<file path="config.mk">
export PLATFORM = sky130hd
export DESIGN_NAME = tlb_mp
export DESIGN_NICKNAME = d
export VERILOG_FILES = /design/src/rtl/tlb_mp.sv
export SDC_FILE = /design/constraint.sdc
export NUM_CORES = 2
export LEC_CHECK = 0
export CAP_MARGIN = 20
export CORE_ASPECT_RATIO = 0.9
export CORE_UTILIZATION = 40
export CTS_CLUSTER_DIAMETER = 200
export DETAILED_ROUTE_END_ITERATION = 8
export GPL_TIMING_DRIVEN = 0
export PLACE_DENSITY = 0.53
export SYNTH_ARGS = -nofsm -noshare
export SYNTH_HDL_FRONTEND = slang
export SYNTH_SLANG_ARGS = --single-unit
</file>
<file path="constraint.sdc">
create_clock -name clk -period 6.9 [get_ports clk]
set_input_delay 1.38 -clock clk [delete_from_list [all_inputs] [get_ports clk]]
set_output_delay 1.38 -clock clk [all_outputs]
set_load 0.02 [all_outputs]
</file>
<file path="src/rtl/tlb_mp.sv">
`default_nettype none
// +----------------------------------------------------------------------------+
// | Module   : tlb_mp                                                          |
// | Purpose  : Multi-port fully associative TLB: registered search ports,      |
// |            multi-hit flag, fill index generator and INVTLB operand path.   |
// | Revision : 1.0  initial release                                            |
// +----------------------------------------------------------------------------+
module tlb_mp #(
  parameter int TLBNUM = 16,
  parameter int NPORT  = 2,
  localparam int IW    = $clog2(TLBNUM)
) (
  input  logic                  clk,
  input  logic                  reset,
  // search ports
  input  logic [NPORT-1:0]      s_req,
  input  logic [NPORT*19-1:0]   s_vppn,
  input  logic [NPORT-1:0]      s_va_bit12,
  input  logic [NPORT*10-1:0]   s_asid,
  output logic [NPORT-1:0]      s_valid,
  output logic [NPORT-1:0]      s_found,
  output logic [NPORT-1:0]      s_multi,
  output logic [NPORT*IW-1:0]   s_index,
  output logic [NPORT*20-1:0]   s_ppn,
  output logic [NPORT*6-1:0]    s_ps,
  output logic [NPORT*2-1:0]    s_plv,
  output logic [NPORT*2-1:0]    s_mat,
  output logic [NPORT-1:0]      s_d,
  output logic [NPORT-1:0]      s_v,
  // write port
  input  logic                  we,
  input  logic                  w_fill,
  input  logic [IW-1:0]         w_index,
  input  logic                  w_e,
  input  logic [18:0]           w_vppn,
  input  logic [5:0]            w_ps,
  input  logic [9:0]            w_asid,
  input  logic                  w_g,
  input  logic [19:0]           w_ppn0,
  input  logic [1:0]            w_plv0,
  input  logic [1:0]            w_mat0,
  input  logic                  w_d0,
  input  logic                  w_v0,
  input  logic [19:0]           w_ppn1,
  input  logic [1:0]            w_plv1,
  input  logic [1:0]            w_mat1,
  input  logic                  w_d1,
  input  logic                  w_v1,
  output logic [IW-1:0]         fill_index,
  // read port
  input  logic [IW-1:0]         r_index,
  output logic                  r_e,
  output logic [18:0]           r_vppn,
  output logic [5:0]            r_ps,
  output logic [9:0]            r_asid,
  output logic                  r_g,
  output logic [19:0]           r_ppn0,
  output logic [1:0]            r_plv0,
  output logic [1:0]            r_mat0,
  output logic                  r_d0,
  output logic                  r_v0,
  output logic [19:0]           r_ppn1,
  output logic [1:0]            r_plv1,
  output logic [1:0]            r_mat1,
  output logic                  r_d1,
  output logic                  r_v1,
  // INVTLB
  input  logic                  invtlb_valid,
  input  logic [4:0]            invtlb_op,
  input  logic [9:0]            inv_asid,
  input  logic [18:0]           inv_vppn,
  output logic                  invtlb_err
);

  logic [TLBNUM-1:0] r_tlb_e;
  logic [TLBNUM-1:0] r_tlb_ps4mb;
  logic [TLBNUM-1:0] r_tlb_g;
  logic [18:0]       r_tlb_vppn [TLBNUM];
  logic [9:0]        r_tlb_asid [TLBNUM];
  logic [19:0]       r_tlb_ppn0 [TLBNUM];
  logic [19:0]       r_tlb_ppn1 [TLBNUM];
  logic [1:0]        r_tlb_plv0 [TLBNUM];
  logic [1:0]        r_tlb_plv1 [TLBNUM];
  logic [1:0]        r_tlb_mat0 [TLBNUM];
  logic [1:0]        r_tlb_mat1 [TLBNUM];
  logic [TLBNUM-1:0] r_tlb_d0;
  logic [TLBNUM-1:0] r_tlb_d1;
  logic [TLBNUM-1:0] r_tlb_v0;
  logic [TLBNUM-1:0] r_tlb_v1;

  logic [IW-1:0]     r_cnt;
  logic              r_inv_err;
  logic [IW-1:0]     w_tgt;
  logic [TLBNUM-1:0] w_ia;
  logic [TLBNUM-1:0] w_iv;
  logic [TLBNUM-1:0] w_isel;
  logic [TLBNUM-1:0] w_inv;

  assign fill_index = r_cnt;
  assign invtlb_err = r_inv_err;
  assign w_tgt      = w_fill ? r_cnt : w_index;

  // INVTLB qualifiers evaluated against every entry in parallel
  always_comb begin
    w_ia = '0;
    w_iv = '0;
    for (int i = 0; i < TLBNUM; i++) begin
      w_ia[i] = (r_tlb_asid[i] == inv_asid);
      w_iv[i] = (r_tlb_vppn[i][18:10] == inv_vppn[18:10]) &&
                (r_tlb_ps4mb[i] || (r_tlb_vppn[i][9:0] == inv_vppn[9:0]));
    end
  end

  always_comb begin
    w_isel = '0;
    case (invtlb_op)
      5'd0, 5'd1: w_isel = '1;
      5'd2:       w_isel = r_tlb_g;
      5'd3:       w_isel = ~r_tlb_g;
      5'd4:       w_isel = ~r_tlb_g & w_ia;
      5'd5:       w_isel = ~r_tlb_g & w_ia & w_iv;
      5'd6:       w_isel = (r_tlb_g | w_ia) & w_iv;
      default:    w_isel = '0;
    endcase
    w_inv = invtlb_valid ? w_isel : '0;
  end

  // A write to an entry takes priority over its invalidation in the same cycle
  always_ff @(posedge clk) begin
    if (reset) begin
      r_tlb_e   <= '0;
      r_cnt     <= '0;
      r_inv_err <= 1'b0;
    end else begin
      r_cnt     <= r_cnt + IW'(1);
      r_inv_err <= invtlb_valid && (invtlb_op > 5'd6);
      for (int i = 0; i < TLBNUM; i++) begin
        if (we && (w_tgt == i[IW-1:0]))
          r_tlb_e[i] <= w_e;
        else if (w_inv[i])
          r_tlb_e[i] <= 1'b0;
      end
    end
  end

  always_ff @(posedge clk) begin
    for (int i = 0; i < TLBNUM; i++) begin
      if (we && (w_tgt == i[IW-1:0])) begin
        r_tlb_ps4mb[i] <= (w_ps == 6'd22);
        r_tlb_vppn[i]  <= w_vppn;
        r_tlb_asid[i]  <= w_asid;
        r_tlb_g[i]     <= w_g;
        r_tlb_ppn0[i]  <= w_ppn0;
        r_tlb_plv0[i]  <= w_plv0;
        r_tlb_mat0[i]  <= w_mat0;
        r_tlb_d0[i]    <= w_d0;
        r_tlb_v0[i]    <= w_v0;
        r_tlb_ppn1[i]  <= w_ppn1;
        r_tlb_plv1[i]  <= w_plv1;
        r_tlb_mat1[i]  <= w_mat1;
        r_tlb_d1[i]    <= w_d1;
        r_tlb_v1[i]    <= w_v1;
      end
    end
  end

  assign r_e    = r_tlb_e[r_index];
  assign r_vppn = r_tlb_vppn[r_index];
  assign r_ps   = r_tlb_ps4mb[r_index] ? 6'd22 : 6'd12;
  assign r_asid = r_tlb_asid[r_index];
  assign r_g    = r_tlb_g[r_index];
  assign r_ppn0 = r_tlb_ppn0[r_index];
  assign r_plv0 = r_tlb_plv0[r_index];
  assign r_mat0 = r_tlb_mat0[r_index];
  assign r_d0   = r_tlb_d0[r_index];
  assign r_v0   = r_tlb_v0[r_index];
  assign r_ppn1 = r_tlb_ppn1[r_index];
  assign r_plv1 = r_tlb_plv1[r_index];
  assign r_mat1 = r_tlb_mat1[r_index];
  assign r_d1   = r_tlb_d1[r_index];
  assign r_v1   = r_tlb_v1[r_index];

  for (genvar p = 0; p < NPORT; p++) begin : g_port
    logic [18:0]       w_qv;
    logic [9:0]        w_qa;
    logic              w_qb;
    logic [TLBNUM-1:0] w_match;
    logic [IW-1:0]     w_idx;
    logic              w_odd;
    logic              r_valid;
    logic              r_found;
    logic              r_multi;
    logic [IW-1:0]     r_idx;
    logic [19:0]       r_ppn;
    logic [5:0]        r_psz;
    logic [1:0]        r_plv;
    logic [1:0]        r_mat;
    logic              r_d;
    logic              r_v;

    assign w_qv = s_vppn[p*19 +: 19];
    assign w_qa = s_asid[p*10 +: 10];
    assign w_qb = s_va_bit12[p];

    always_comb begin
      w_match = '0;
      for (int i = 0; i < TLBNUM; i++)
        w_match[i] = r_tlb_e[i] &&
                     (r_tlb_vppn[i][18:10] == w_qv[18:10]) &&
                     (r_tlb_ps4mb[i] || (r_tlb_vppn[i][9:0] == w_qv[9:0])) &&
                     (r_tlb_g[i] || (r_tlb_asid[i] == w_qa));
    end

    // Descending scan so the lowest matching index is the one left standing
    always_comb begin
      w_idx = '0;
      for (int i = TLBNUM - 1; i >= 0; i--)
        if (w_match[i]) w_idx = i[IW-1:0];
    end

    assign w_odd = r_tlb_ps4mb[w_idx] ? w_qv[9] : w_qb;

    always_ff @(posedge clk) begin
      if (reset) begin
        r_valid <= 1'b0;
        r_found <= 1'b0;
        r_multi <= 1'b0;
        r_idx   <= '0;
        r_ppn   <= '0;
        r_psz   <= 6'd12;
        r_plv   <= '0;
        r_mat   <= '0;
        r_d     <= 1'b0;
        r_v     <= 1'b0;
      end else begin
        r_valid <= s_req[p];
        if (s_req[p]) begin
          r_found <= |w_match;
          r_multi <= |(w_match & (w_match - TLBNUM'(1)));
          if (|w_match) begin
            r_idx <= w_idx;
            r_psz <= r_tlb_ps4mb[w_idx] ? 6'd22 : 6'd12;
            r_ppn <= w_odd ? r_tlb_ppn1[w_idx] : r_tlb_ppn0[w_idx];
            r_plv <= w_odd ? r_tlb_plv1[w_idx] : r_tlb_plv0[w_idx];
            r_mat <= w_odd ? r_tlb_mat1[w_idx] : r_tlb_mat0[w_idx];
            r_d   <= w_odd ? r_tlb_d1[w_idx]   : r_tlb_d0[w_idx];
            r_v   <= w_odd ? r_tlb_v1[w_idx]   : r_tlb_v0[w_idx];
          end else begin
            r_idx <= '0;
            r_psz <= 6'd12;
            r_ppn <= '0;
            r_plv <= '0;
            r_mat <= '0;
            r_d   <= 1'b0;
            r_v   <= 1'b0;
          end
        end
      end
    end

    assign s_valid[p]          = r_valid;
    assign s_found[p]          = r_found;
    assign s_multi[p]          = r_multi;
    assign s_index[p*IW +: IW] = r_idx;
    assign s_ppn[p*20 +: 20]   = r_ppn;
    assign s_ps[p*6 +: 6]      = r_psz;
    assign s_plv[p*2 +: 2]     = r_plv;
    assign s_mat[p*2 +: 2]     = r_mat;
    assign s_d[p]              = r_d;
    assign s_v[p]              = r_v;
  end

endmodule
`default_nettype wire

</file>
==> flow_summary_export.csv <==
group,metric,value,unit
clocking,clock_sinks,1419,
route,avgRoutedWirePerCell,45.2,microns
hold_path,min_path_type,"reg2reg",
placed_design,dp_cells,10500,
synth,netlist_area,0.0891,sq mm
clocking,cts_tree,"yes",
floorplanning,start_util,40.4,%
placed_design,place_hpwl,360000,microns
route,drc,0,
timing,worstMarginPinSlew,1370,ps
clocking,cts_buffer_depth,3,
route,drt-total-wl,488000,microns
power_and_ir_drop,p_clk_share,42.5,%
synth,ys.flop_type,"edfxtp_1",
clocking,postCtsHoldBufs,0,
power_and_ir_drop,internal-power,0.0156,W
timing,skew,47.9,ps
setup_path,cp.required,7690,ps
clocking,htree_levels,4,
power_and_ir_drop,power_leakage,33.3,nW
timing,fin_tns_setup,-3040,ps
run_status,status,"finished, violations left",
floorplanning,io_pins,370,
timing,slew_headroom,8.63,%
global_route,grt_pass1_vias,69800,
power_and_ir_drop,total_power,0.0214,W
cells_and_area,layout.nets,7963,
route,vias,74800,
cells_and_area,area_growth,17.7,%
route,drtPass1Iterations,8,
setup_path,critPathLaunchType,"primary input",
run_status,violations,"setup timing",
cells_and_area,drive_gt1_share,17.0,%
route,antenna_left,0,
synth,ys_async_sr_fraction,0,%
setup_path,cp_max_fo,10,
timing,finalHoldViolations,0,
power_and_ir_drop,vdd_drop_max,0.000285,V
placed_design,io_buffers,267,
synth,synth_top_area_share,44.8,%
global_route,grtUsageTotal,42.3,%
placed_design,pre_cts_slack,-1510,ps
floorplanning,core,0.220,sq mm
timing,fin_crit_sh,104,%
clocking,cts_root_buf,"clkbuf_16",
cells_and_area,finalNonFillerCells,10800,
global_route,grt_antenna_before_repair,44,
global_route,grt_pass1_wl,640000,microns
route,vias_per_cell,6.93,
floorplanning,dieWidth,499,microns
cells_and_area,fillCellCount,19700,
power_and_ir_drop,p_sw_share,27.4,%
clocking,clk_pin_slew,60,ps
setup_path,end_kind,"flop",
synth,seq_area_frac_synth,46.8,%
synth,synth_seq_cells,1419,
synth,synth.largest_area_cell,"edfxtp_1",
setup_path,crit_type,"in2reg",
floorplanning,rows,163,
flow_run,drv_cap,0,
setup_path,arrival,7990,ps
clocking,clock_latency,890,ps
clocking,cts_buffers,166,
timing,setup_viol,27,
timing,drv_slew,0,
timing,period_minus_slack,7200,ps
power_and_ir_drop,pwr_density_cell,205,mW/mm^2
power_and_ir_drop,p_seq_share,45.1,%
timing,setup_slack,-302,ps
floorplanning,die_h,450,microns
synth,synth_most_common_cell,"edfxtp_1",
placed_design,placed_cell_area,0.0987,sq mm
power_and_ir_drop,p_comb_share,12.4,%
placed_design,gp_congestion,1.03,
synth,ys_types,85,
floorplanning,dieArea,0.225,sq mm
power_and_ir_drop,power.switching,0.00587,W
timing,max_freq,0.139,GHz
global_route,grt.overflow.total,0,
global_route,grt_max_degree,24,
cells_and_area,postLayoutCellArea,0.105,sq mm
route,drtIter0Drc,13000,
synth,ys.warnings.count,0,
synth,synth_common_cells,"1328 x edfxtp_1, 883 x xor2_1, 531 x mux2i_1, 525 x xnor2_1, 420 x mux4_2",
synth,synth_cells,7137,
synth,synth-edff-count,1328,
synth,postSynthAreaPerCell,12.5,sq um
synth,synth_area_leaders,"edfxtp_1 45%, mux4_2 11%, xor2_1 8.7%",
repair_timing:
item | in CTS | in global routing
setup endpoints to repair | 51 | 53
pin swaps | 0 | 1
resized for setup | 43 | 71
buffers inserted | 0 | 2
layer usage:
metal  track usage [%]  up-vias  share of wire, %
met5                 0        -             0.064
met4              22.1       37               6.1
met3              14.2     1354                13
met2              61.1     6320                42
met1              55.9    38100                39
li1                  -    29000                 -
critical path: stages:
cell	delay [ps]
buf_2	350
buf_6	280
xor2_1	160
nor4_1	70
a41oi_1	860
or3_1	290
nand2_1	170
nor3_1	400
o21ai_0	420
a21oi_2	320
buf_8	230
clkbuf_1	820
clkbuf_1	880
a211oi_1	200
a21oi_2	480
mux2i_1	390
o21ai_1	220
cells in the final DEF, fill, tap and decap left out, drive strengths merged, types with 13 or more instances in the layout:
cell / n
a211oi: 354
a21oi: 321
a221o: 27
a221oi: 66
a31oi: 62
a32o: 27
a41o: 15
a41oi: 73
and3: 26
buf: 497
bufinv: 13
clkbuf: 476
clkdlybuf4s50: 266
clkinv: 63
dfxtp: 91
diode: 17
edfxtp: 1328
inv: 25
mux2: 82
mux2i: 531
mux4: 420
nand2: 323
nand2b: 15
nand3: 89
nand4: 144
nor2: 154
nor2b: 221
nor3: 121
nor4: 209
o211ai: 29
o21ai: 163
o21bai: 27
o221ai: 42
or3: 73
xnor2: 527
xor2: 884
power groups by stage:
stage	Sequential, W	Clock, W	Combinational (W)
4_1_cts	0.00967	0.00911	0.00256
3_3_place_gp	0.00990	0	0.00243
3_5_place_dp	0.00985	0	0.00255
6_report	0.00968	0.00911	0.00265
2_1_floorplan	0.00981	0	0.00133
5_1_grt	0.00968	0.00942	0.00269
final timing paths:
check	cells after the start	endpoint	slack, ps	from
hold reg to reg	2	g_port[0].r_ppn[13]	450	g_port[0].r_ppn[13]
setup / recovery	17	g_port[0].r_mat[0]	-300	s_vppn[6]
hold / removal	2	g_port[0].r_ppn[13]	450	g_port[0].r_ppn[13]
setup reg to reg	15	g_port[1].r_ppn[1]	-20	r_tlb_vppn[14][0]
stage by stage:
step / util, % / hold WS [ps]
after floorplan: - / 429
after global placement: 43.3 / 443
after detailed placement: 44.8 / 447
after CTS: 47.4 / 456
after global routing: 47.6 / 470
final: 47.6 / 452
registers in the layout (all words and copies together) (netlist names), 32 cells and up:
name and flops:
r_tlb_mat1 32, r_tlb_plv1 32, r_tlb_ppn0 320, r_tlb_mat0 32, r_tlb_ppn1 320, r_tlb_vppn 304, g_port.r_ppn 40, r_tlb_asid 160
r_tlb_plv0 32
cell families (layout without fill, tap and decap cells):
logic type,Yosys count,count (layout),share of synthesized area (%)
buffers and inverters,605,1357,3.58
adders and majority gates,5,5,0.0590
xor gates and xnor gates,1411,1411,13.9
DFF,1419,1419,46.8
and+or+nand+nor,1413,1413,8.40
muxes,1033,1033,17.6
AOI/OAI and AO/OA,1249,1249,9.62
other,2,26,0.00843
cell type report:
type / instances / area (sq um) / area share (%)
multi-input cells: 5120 / 44700 / 42.6
flip-flops and latches: 1419 / 41700 / 39.8
repair buffers: 454 / 6010 / 5.73
clock buffers: 206 / 4370 / 4.17
well taps: 2887 / 3610 / 3.45
plain buffers: 587 / 3270 / 3.12
clock inverters: 94 / 1090 / 1.04
inverters: 16 / 60.1 / 0.0573
diodes: 17 / 42.5 / 0.0406
Note: power is estimated with default switching activity, not from simulation.
